**src/rtl/sa_stream_ctrl.sv**
```systemverilog
// Job sequencer for one sa_bitstream_gen: loads k, streams len bits through a
// 1-entry registered valid/ready buffer, and reports accepted ones/length on completion.
//
//   state  | meaning
//   -------+-----------------------------------------------------------
//   IDLE   | waiting for a job request, req_ready high
//   LOAD   | generator start pulse, accumulator reloads to L/2
//   RUN    | pulling bits from the generator into the output buffer
//   DONE   | one-cycle completion pulse, result fields valid
module sa_stream_ctrl #(
    parameter int N = 7
) (
    input  logic         clk,
    input  logic         rst_n,
    input  logic         req_valid,
    output logic         req_ready,
    input  logic [N-1:0] req_k,
    input  logic [N:0]   req_len,
    input  logic         abort,
    output logic         gen_start,
    output logic         gen_enable,
    output logic [N-1:0] gen_k,
    input  logic         gen_x,
    output logic         bit_valid,
    output logic         bit_data,
    output logic         bit_last,
    input  logic         bit_ready,
    output logic         done,
    output logic [N:0]   done_ones,
    output logic [N:0]   done_len,
    output logic         done_aborted,
    output logic         busy
);

    typedef enum logic [1:0] {S_IDLE, S_LOAD, S_RUN, S_DONE} state_t;

    localparam logic [N:0] LEN_FULL = {1'b1, {N{1'b0}}};
    localparam logic [N:0] ONE      = {{N{1'b0}}, 1'b1};

    state_t       state_q, state_d;
    logic [N-1:0] k_q;
    logic [N:0]   len_q, issued_q, acc_q, ones_q;
    logic         aborted_q, bit_valid_q, bit_data_q, bit_last_q;
    logic [N:0]   len_eff;
    logic         accept, pull, hs, last_hs, abort_eff;

    // A zero or oversized length means a full 2^N-bit stream.
    always_comb begin
        len_eff = req_len;
        if (req_len == '0 || req_len > LEN_FULL)
            len_eff = LEN_FULL;
    end

    always_ff @(posedge clk) begin
        if (!rst_n)
            state_q <= S_IDLE;
        else
            state_q <= state_d;
    end

    always_comb begin
        state_d = state_q;
        case (state_q)
            S_IDLE: if (req_valid) state_d = S_LOAD;
            S_LOAD: state_d = abort ? S_DONE : S_RUN;
            S_RUN:  if (last_hs || abort) state_d = S_DONE;
            S_DONE: state_d = S_IDLE;
            default: state_d = S_IDLE;
        endcase
    end

    always_comb begin
        req_ready  = (state_q == S_IDLE);
        gen_start  = (state_q == S_LOAD);
        busy       = (state_q != S_IDLE);
        done       = (state_q == S_DONE);
        accept     = req_ready & req_valid;
        hs         = (state_q == S_RUN) & bit_valid_q & bit_ready;
        last_hs    = hs & bit_last_q;
        // The generator only advances when the buffer is empty or draining this cycle.
        pull       = (state_q == S_RUN) & (issued_q < len_q) & (!bit_valid_q | bit_ready);
        gen_enable = pull;
        abort_eff  = abort & ((state_q == S_LOAD) | (state_q == S_RUN)) & !last_hs;
    end

    always_ff @(posedge clk) begin
        if (!rst_n) begin
            k_q         <= '0;
            len_q       <= '0;
            issued_q    <= '0;
            acc_q       <= '0;
            ones_q      <= '0;
            aborted_q   <= 1'b0;
            bit_valid_q <= 1'b0;
            bit_data_q  <= 1'b0;
            bit_last_q  <= 1'b0;
        end else begin
            if (accept) begin
                k_q       <= req_k;
                len_q     <= len_eff;
                issued_q  <= '0;
                acc_q     <= '0;
                ones_q    <= '0;
                aborted_q <= 1'b0;
            end
            if (pull) begin
                bit_valid_q <= 1'b1;
                bit_data_q  <= gen_x;
                bit_last_q  <= (issued_q + ONE == len_q);
                issued_q    <= issued_q + ONE;
            end else if (hs) begin
                bit_valid_q <= 1'b0;
            end
            if (hs) begin
                acc_q  <= acc_q + ONE;
                ones_q <= ones_q + {{N{1'b0}}, bit_data_q};
            end
            // Abort drops any buffered bit; a last-bit handshake in the same cycle wins.
            if (abort_eff) begin
                aborted_q   <= 1'b1;
                bit_valid_q <= 1'b0;
            end
        end
    end

    assign gen_k        = k_q;
    assign bit_valid    = bit_valid_q;
    assign bit_data     = bit_data_q;
    assign bit_last     = bit_last_q;
    assign done_ones    = ones_q;
    assign done_len     = acc_q;
    assign done_aborted = aborted_q;

endmodule

```
**config.mk**
```make
export PLATFORM = sky130hd
export DESIGN_NAME = sa_stream_ctrl
export DESIGN_NICKNAME = d
export VERILOG_FILES = /design/src/rtl/sa_stream_ctrl.sv
export SDC_FILE = /design/constraint.sdc
export NUM_CORES = 1
export LEC_CHECK = 0
export ABC_AREA = 1
export BUFFER_PORTS_ARGS = -buffer_cell sky130_fd_sc_hd__buf_2
export CAP_MARGIN = 20
export CORE_ASPECT_RATIO = 2
export CORE_MARGIN = 1
export CORE_UTILIZATION = 53
export DETAILED_ROUTE_END_ITERATION = 7
export PLACE_DENSITY_LB_ADDON = 0.12
export SLEW_MARGIN = 20
export SYNTH_ARGS = -nofsm -noshare
export SYNTH_HDL_FRONTEND = slang
export SYNTH_SLANG_ARGS = --single-unit
export TNS_END_PERCENT = 1
```
**constraint.sdc**
```tcl
create_clock -name clk -period 4.6 [get_ports clk]
set_input_delay 0.23 -clock clk [delete_from_list [all_inputs] [get_ports clk]]
set_output_delay 0.23 -clock clk [all_outputs]
set_load 0.05 [all_outputs]
```
# == After elaboration in Yosys (flattened, before gate mapping) ==
# Index checks and enable logic that the tools add are counted.
# word_totals
ff_bits,45
out_inout_bits,32
# op_classes
addsub,3
order_cmp,2
n_eq_ne,6
mux,13
n_bitwise,11
reduce_logical,13
# op_table
operator,n
$mux W8,5
$add A8 B1 Y8 const B,2
$reduce_bool A2 Y1,5
$add A8 B1 Y8,1
$and A1 B1 Y1,8
$eq A8 B8 Y1,1
$gt A8 B8 Y1 const B,1
$logic_not A8 Y1,1
$lt A8 B8 Y1,1
$pmux W2 S4,1
$mux W1,5
$eq A2 B2 Y1 const B,2
$mux W2,2
$ne A2 B2 Y1 const B,2
$eq A2 B1 Y1 const B,1
$logic_not A1 Y1,2
$logic_not A2 Y1,1
$logic_or A1 B1 Y1,2
$or A1 B1 Y1,2
$reduce_and A2 Y1,1
$reduce_or A2 Y1,1
$not A1 Y1,1

# == Depth between registers and ports, before layout ==
# Gate-level depths: netlist of run 1.
# logic_depth
ltp_word,7
depth_mapped,12
ltp_nobuf,12

# == Worst setup path after synthesis of run 1 ==
# Ideal clock, no wire load.
# synth_timing
path_type,reg2reg
start,reg state_q[0]
end,reg state_q[1]
setup_ps,70
arrival_ps,1921
required_time_ps,4530
slack_ps,2609
stages_incl_launch_ff,8
n_path_buf,0
synth_period_minus_slack_ps,1991
cell_sequence,dfxtp_1 inv_1 ha_1 inv_1 or2_2 nand2_1 o21ai_0 a21oi_1
# synth_between
elab_cells_between_ends,12
# synth_lines
item,line_no,source
from (decl),40,"state_t state_q, state_d;"
from (signal assigned),58,state_q <= state_d;
$logic_not A2 Y1 *,n/a,
net req_ready,16,"output logic req_ready,"
$ne A2 B2 Y1 (no source line),n/a,
$reduce_and A2 Y1 (no source line),n/a,
# The timed path passes the listed nets; every way through them passes the cells marked *.
# A chain may end at the register's enable or synchronous reset.

# == Worst setup path in the final report of run 1 ==
# layout_timing
start,reg len_q[7]
end,out gen_enable
# layout_between
elab_chain_cells,3
# layout_lines
item,line_no,source
from (decl),42,"logic [N:0] len_q, issued_q, acc_q, ones_q;"
from (signal assigned),100,len_q <= len_eff;
$lt A8 B8 Y1,81,pull = (state_q == S_RUN) & (issued_q < len_q) & (!bit_valid_q | bit_ready);
$and A1 B1 Y1 (2 in a row),81,
to (decl),21,"output logic gen_enable,"
# Every way passes these cells.

==> impl.org, run 1 <==
** Status
- The flow ran to the end, and the final reports show no timing, DRC or antenna violations.

** STA
- Ratio of final minimum period to clock period :: 0.597
- Setup repair after global routing left no endpoint under its margin.
- Total negative slack for setup checks :: 0 ps
- Worst slew pin tran :: roughly 810 ps
- Worst setup skew after layout :: 12.2 ps
- The smallest clock period supported by the final layout is computed as approximately 2700 ps.
- FMAX :: 0.364 GHz
- Final count of hold timing violations :: 0
- Headroom to the max-slew limit came out at 0.460.
- The number of max-slew violations in the final report came to 0.
- Final setup fails :: 0

** Synthesis
- The post-synthesis compound-gate area fraction was 0.154.
- Mapped Avg Cell Area :: 6.87 um^2
- For this run, the number of Yosys warnings is 0.
- Synthesis handed over a netlist of around 360 instances.
- The portion of synthesized area spent on multiplexers is 0.
- The synthesized design contains 45 register bits.
- For this run, the register share of the synthesized area comes to 0.368.
- For this run, asynchronously set or reset flops after synthesis account for 0.
- Xor-xnor portion of the synthesized cell area :: 0
- Number of distinct library cells after synthesis :: 28
- Largest family of logic cells by synthesized area :: simple AND/OR/NAND/NOR gates
- The synthesized design contains 0 enable-type register cells.
- Adder-cell share of the synthesized area :: 0.0817
- The synthesized netlist occupies a cell area of 2450 um^2.
- Main synth FF type :: sky130_fd_sc_hd__dfxtp_1
- Synthesis produced a netlist with a net count of 394.
- Of the total synthesized cell area, the portion taken by AND, OR, NAND and NOR gates is 0.311.

** Worst setup path
- Most used cell, CP :: sky130_fd_sc_hd__nand2_1
- Data arrives at the worst endpoint at 2510 ps.
- The largest individual stage delay along the critical path comes from the cell sky130_fd_sc_hd__nand4_1.
- Along the worst path, the maximum fanout reaches 13.
- The critical path goes through inv_1, ha_1, nand2_1, nand2_1, nor2_1, nand4_1, clkinv_1, buf_2.
- Data required, critical path :: 4370 ps
- Class of the most critical setup path :: flip-flop to primary output
- Highest cell delay on the worst timing path :: roughly 470 ps
- The worst setup path is launched from a flip-flop.
- Endpoint type of the worst setup path :: primary output

** Clock network
- Hold-fix buffers at CTS :: 0
- The H-tree was split into 2 levels.
- Count of buffers added by post-CTS timing repair for setup :: 0
- The longest clock path from root to sink contains 2 buffers.
- After clock tree synthesis, the clock-pin slew on the worst setup and hold paths is 90 ps.
- Clock tree from TritonCTS :: done
- Resized cells post-CTS :: 0
- Number of buffers created by CTS :: 5
- Total number of clock tree sinks :: 45
- Clock insertion delay at the later pin of the skew report :: 300 ps
- Root buffer cell :: sky130_fd_sc_hd__clkbuf_8

** Routing
- The detailed router finished its first iteration with 33 violations.
- In the routed layout, each cell is associated on average with a via count of 5.39.
- Summed over all layers, the routed wires come to approximately 6000 um.
- Via Count :: 2480
- In the final routed layout, each cell accounts on average for 13.3 um.
- Before antenna repair, the detailed router went through 4 iterations.
- Total DRC errors in the routed layout :: 0
- Once detail routing completed, the nets flagged for antenna violations numbered 0.

** Die
- Num ports :: 53
- In this run the vertical extent of the chip is 98.2 um.
- Effective utilization at floorplan :: 0.559
- Horizontal die dimension :: 50.1 um
- In this run the core area contains 34 standard-cell rows.
- Total Die Area :: 4920 um^2
- The core region is approximately 4400 um^2.

** Final layout
- Area Growth Syn to Fin :: 15.2%
- Post-layout nets :: 443
- In the final layout, the share of cells above drive strength 1 is 0.172.
- Most common cell after layout, fill and taps aside :: sky130_fd_sc_hd__nand2_1
- Total inserted antenna cells :: 0
- In the layout the commonest cells are sky130_fd_sc_hd__nand2_1 (74), sky130_fd_sc_hd__buf_2 (52), sky130_fd_sc_hd__dfxtp_1 (45).

** Global route
- Total global routing track utilization :: 0.271
- For this run the aggregate overflow at the end of global routing stands at 0.
- Global-route wire length before repair :: 10300 um
- Entering global routing, the biggest net connects 26 pins.
- Initial antenna violation count :: 0
- Via count of the first global-routing pass :: 2428

** Flow run
- Across the run, the number of max-cap violations was 0.

** Power
- Standby leakage power :: roughly 0.0013 uW
- Power per cell area :: 460 nW/um^2
- The design draws 1300 uW.
- Maximum vdd ir drop :: roughly 0.46 mV

** Placement
- The wire-length estimate of the detail-placed layout is around 4700 um.
- # port buffers :: 52
- RD Place Congestion :: 0.871

** Min path
- Worst Hold Class :: input port to flip-flop
==> kinds of logic (layout without fill, tap and decap cells) <==
kind of cell	Yosys count	after routing
AOI/OAI and AO/OA	68	68
adders and majority gates	16	16
buffers and inverters	55	104
DFF	45	45
and+or+nand+nor	173	173
==> worst max-delay path, delay by kind of cell (launching register included) <==
kind / cells / cell delay, ps
buffers and inverters: 3 / 820
AND/OR/NAND/NOR: 4 / 710
flip-flops: 1 / 360
adder cells (fa/ha/maj): 1 / 310
==> final cells by class <==
class	instances	area [um^2]
tap	54	67.6
sequential	45	901
fill	424	1560
clock buffer	7	86.3
timing repair buffer	52	260
multi-input combinational	257	1340
inverter	45	169
==> state kept, by name, summed over array words and instances (netlist names) <==
register and count:
bit_data 1, bit_last 1, bit_valid 1, done_aborted 1
done_len 8, done_ones 8, gen_k 7, issued_q 8
len_q 8, state_q 2
==> per-layer routing <==
layer / GRT usage / routed length, um / up-vias
li1: - / - / 1275
met1: 0.253 / 2240 / 1131
met2: 0.520 / 3460 / 55
met3: 0.0405 / 197 / 19
met4: 0.156 / 242 / 0
met5: 0 / 0 / -
==> Yosys cell counts, types with 2 or more instances <==
cell / instances / area share
sky130_fd_sc_hd__nor2_1: 37 / 0.057
sky130_fd_sc_hd__a211oi_1: 4 / 0.012
sky130_fd_sc_hd__clkbuf_1: 7 / 0.011
sky130_fd_sc_hd__nor3_1: 2 / 0.0041
sky130_fd_sc_hd__nand4_1: 5 / 0.013
sky130_fd_sc_hd__buf_2: 3 / 0.0061
sky130_fd_sc_hd__nor2_4: 2 / 0.0092
sky130_fd_sc_hd__clkinv_1: 2 / 0.0031
sky130_fd_sc_hd__o21ai_0: 20 / 0.041
sky130_fd_sc_hd__nand2_1: 74 / 0.11
sky130_fd_sc_hd__nand3_1: 42 / 0.086
sky130_fd_sc_hd__a221oi_1: 2 / 0.0071
sky130_fd_sc_hd__dfxtp_1: 45 / 0.37
sky130_fd_sc_hd__inv_1: 43 / 0.066
sky130_fd_sc_hd__a21oi_1: 35 / 0.071
sky130_fd_sc_hd__nand2_2: 7 / 0.018
sky130_fd_sc_hd__ha_1: 16 / 0.082
==> worst paths after layout <==
path | to | startpoint | cells after the start | slack [ps]
max reg2reg | done_ones[5] | state_q[0] | 9 | 2020
max | gen_enable | len_q[7] | 8 | 1860
min reg2reg | done_aborted | done_aborted | 2 | 470
min | bit_data | gen_x | 3 | 180
==> power breakdown <==
group          internal (uW)  switching [uW]
combinational            143             424
sequential               446            40.0
clock                    119             127
==> through the flow <==
stage               hold slack (ps)  cells  setup slack, ps  cell area (um^2)   util
floorplan                       375    357             2610              2450      -
CTS                             177    460             1830              2820  0.644
detailed placement              461    453             2030              2740  0.625
global route                    193    460             1660              2820  0.644
global placement                452    453             2140              2740  0.625
finish                          184    460             1860              2820  0.644
Power figures use the tool's default switching activity.
==> run 2: changes to the inputs <==
==> constraint.sdc (replaced) <==
create_clock -name clk -period 2.8 [get_ports clk]
set_input_delay 0.14 -clock clk [delete_from_list [all_inputs] [get_ports clk]]
set_output_delay 0.14 -clock clk [all_outputs]
set_load 0.05 [all_outputs]
==> run 2 against run 1 <==
Sequential share of layout area down 0.62 points. Global-route usage grew 0.10 points. Register-to-register slack worse by 1200 ps. Power grew 76%. Non-clock buffer count is 3 higher. Flip-flop and latch count stayed put. Via count increased by 0.40%. Critical path depth up 3. Critical path type unchanged. Critical endpoint unchanged. Clock-buffer cell count shrank 1.
==> impl.org, run 2 (synthesized netlist as in run 1, its figures left out) <==
** Routing
- The final route contains 2490 vias.
- In the routed design, unresolved DRC markers number 0.
- Detailed-routing iteration count for the pre-antenna-repair pass :: 4
- Drt via density :: 5.37
- Detailed-route wire length per cell :: 13.4 um
- Wire length after detailed routing :: 6230 um
- ANT nets after route :: 0
- Number of violations reported at the end of detailed-routing iteration 0 :: 65

** Clock network
- Clock tree synthesis selected as its root buffer the cell sky130_fd_sc_hd__clkbuf_8.
- Number of H-tree branching levels :: 2
- Count of buffers added by post-CTS timing repair for setup :: 0
- The tree built by TritonCTS fans out to 45 sinks.
- Clock insertion delay at the later pin of the skew report :: 300 ps
- TritonCTS built the clock tree.
- Clock tree synthesis inserted a total of 5 buffers.
- Clock slew at the register clock pins of the worst setup and hold paths :: ~90 ps
- Counting along the longest clock path gives a buffer depth of 2.
- Hold-fix buffers at CTS :: 0
- Resized cells post-CTS :: 0

** Global route
- In this run the most used layer during global routing was met2.
- Total grt overflow :: 0
- Global-route wire length before repair :: 10300 um
- The number of antenna violations at the first check in global routing was 0.
- Entering global routing, the biggest net connects 25 pins.
- Total global routing track utilization :: 0.272
- In the global route stage, met2 resource usage came out at 0.517.
- Met1 routing resource usage after global routing :: 0.269
- Via count of the first global-routing pass :: 2328
- M3 GR Usage :: 0.0405

** Final layout
- Most frequent cells in the layout :: sky130_fd_sc_hd__nand2_1 (74), sky130_fd_sc_hd__buf_2 (52), sky130_fd_sc_hd__dfxtp_1 (45)
- From synthesis to final layout, the design area changed by 17.5%.
- Leaving out fill and tap cells, the most frequent cell in the layout is sky130_fd_sc_hd__nand2_1.
- Total inserted antenna cells :: 0
- Of the cells placed in the final design, the portion with a size suffix greater than 1 is 0.183.
- Post-layout nets :: around 450

** Placement
- Timing analysis after detailed placement gives a worst setup slack of 844 ps.
- # port buffers :: 52
- RD Place Congestion :: 0.862
- Half-perimeter wire length after detailed placement :: 4760 um

** STA
- Total negative slack for setup checks :: 0 ps
- Static timing analysis puts the maximum clock frequency at 0.453 GHz.
- Setup repair after global routing left no endpoint under its margin.
- Setup violations remaining at the end of the flow were counted as 0.
- Worst setup skew after layout :: 9.14 ps
- Subtracting the final worst setup slack from the clock period gives 2210 ps.
- The number of hold-slack violations in the final timing report was 0.
- In this run the tightest slew margin relative to its limit is 0.672.
- The number of max-slew violations in the final report is 0.
- The worst path meets setup with just under 600 ps of slack.
- Of the available clock period, the critical path in the final layout requires 0.789.
- Worst slew pin tran :: roughly 490 ps

** Die
- The die is ~50 um wide.
- Num ports :: between 50 and 60
- The floorplan step defined a core boundary enclosing around 4400 um^2.
- For this configuration, the core starts out at a cell density of 0.559.
- Height of the die :: around 100 um
- In this run the core area contains 34 standard-cell rows.
- Total Die Area :: 4920 um^2

** Worst setup path
- Setup crit start kind :: flip-flop
- Signal arrival time at the worst endpoint :: roughly 2100 ps
- By instance count, the cell type seen most on the critical path is sky130_fd_sc_hd__nand2_1.
- The critical path goes through inv_1, ha_1, inv_1, nand2_1, nand2_1, nand2_1, nand2_1, nand2_1, nand4_1, clkinv_1, buf_2.
- Class of the most critical setup path :: flip-flop to primary output
- On the critical path, the stage with the largest delay is an instance of sky130_fd_sc_hd__dfxtp_1.
- Data required, critical path :: around 2700 ps
- STA classifies the critical path endpoint as a primary output.
- Number of cells on the worst reg-to-reg path :: 9
- Max Fanout on Critical Path :: 10
- For this run, the slowest stage of the critical path takes 390 ps.

** Power
- IR analysis of the VDD net gives a maximum drop of 0.549 mV.
- Power comes to between 2000 and 2500 uW.
- Standby leakage power :: 0.00131 uW
- Power per cell area :: slightly below 800 nW/um^2

** Min path
- Worst Hold Class :: input port to flip-flop
- The worst hold path was traced through 3 stages.

** Status
- The flow ran to the end, and the final reports show no timing, DRC or antenna violations.

** Flow run
- The tool flagged a number of max-cap violations equal to 0.
[run 2: cell count changes in the layout (fill, tap and decap cells not counted)]
cell,previous run,this run
sky130_fd_sc_hd__clkbuf_1,1,0
sky130_fd_sc_hd__buf_4,0,3
sky130_fd_sc_hd__clkinvlp_4,0,1
sky130_fd_sc_hd__bufinv_16,0,1
[run 2: worst paths after layout]
| check | startpoint | endpoint | slack (ps) |
|---|---|---|---|
| min reg2reg | gen_k[5] | gen_k[5] | 480 |
| min | req_k[5] | gen_k[5] | 90 |
| max reg2reg | state_q[0] | state_q[1] | 820 |
| max | issued_q[0] | gen_enable | 590 |
[run 2: area by class of cell]
class | count | area [um^2]
Sequential cell | 45 | 901
Tap cell | 54 | 67.6
Clock buffer | 6 | 82.6
Timing Repair Buffer | 55 | 283
Inverter | 45 | 169
Fill cell | 451 | 1500
Multi-Input combinational cell | 257 | 1340
Clock inverter | 2 | 37.5
[run 2: metal layers]
layer	vias to the layer above	wire length [um]
met5	-	0
met2	53	3600
li1	1283	-
met1	1138	2250
met3	16	184
met4	0	198
[run 2: worst max-delay path: cells and delay by family (launching register included)]
kind / cells / cell delay (ps)
DFF: 1 / 390
and+or+nand+nor: 6 / 370
adders and majority gates: 1 / 190
buffers and inverters: 4 / 800
[run 2: power breakdown]
group | internal (uW) | switching, uW | total (uW)
Combinational | 251 | 713 | 964
Clock | 290 | 229 | 520
Sequential | 733 | 65.5 | 799
Total | 1270 | 1010 | 2280
[run 2: metrics by stage]
stage / instances / area, um^2 / hold WS [ps] / utilization
floorplan: 357 / 2450 / 285 / -
detailed placement: 456 / 2760 / 402 / 0.630
CTS: 464 / 2880 / 85.5 / 0.657
finish: 464 / 2880 / 86.6 / 0.657
global placement: 456 / 2760 / 392 / 0.630
global route: 464 / 2880 / 97.0 / 0.657
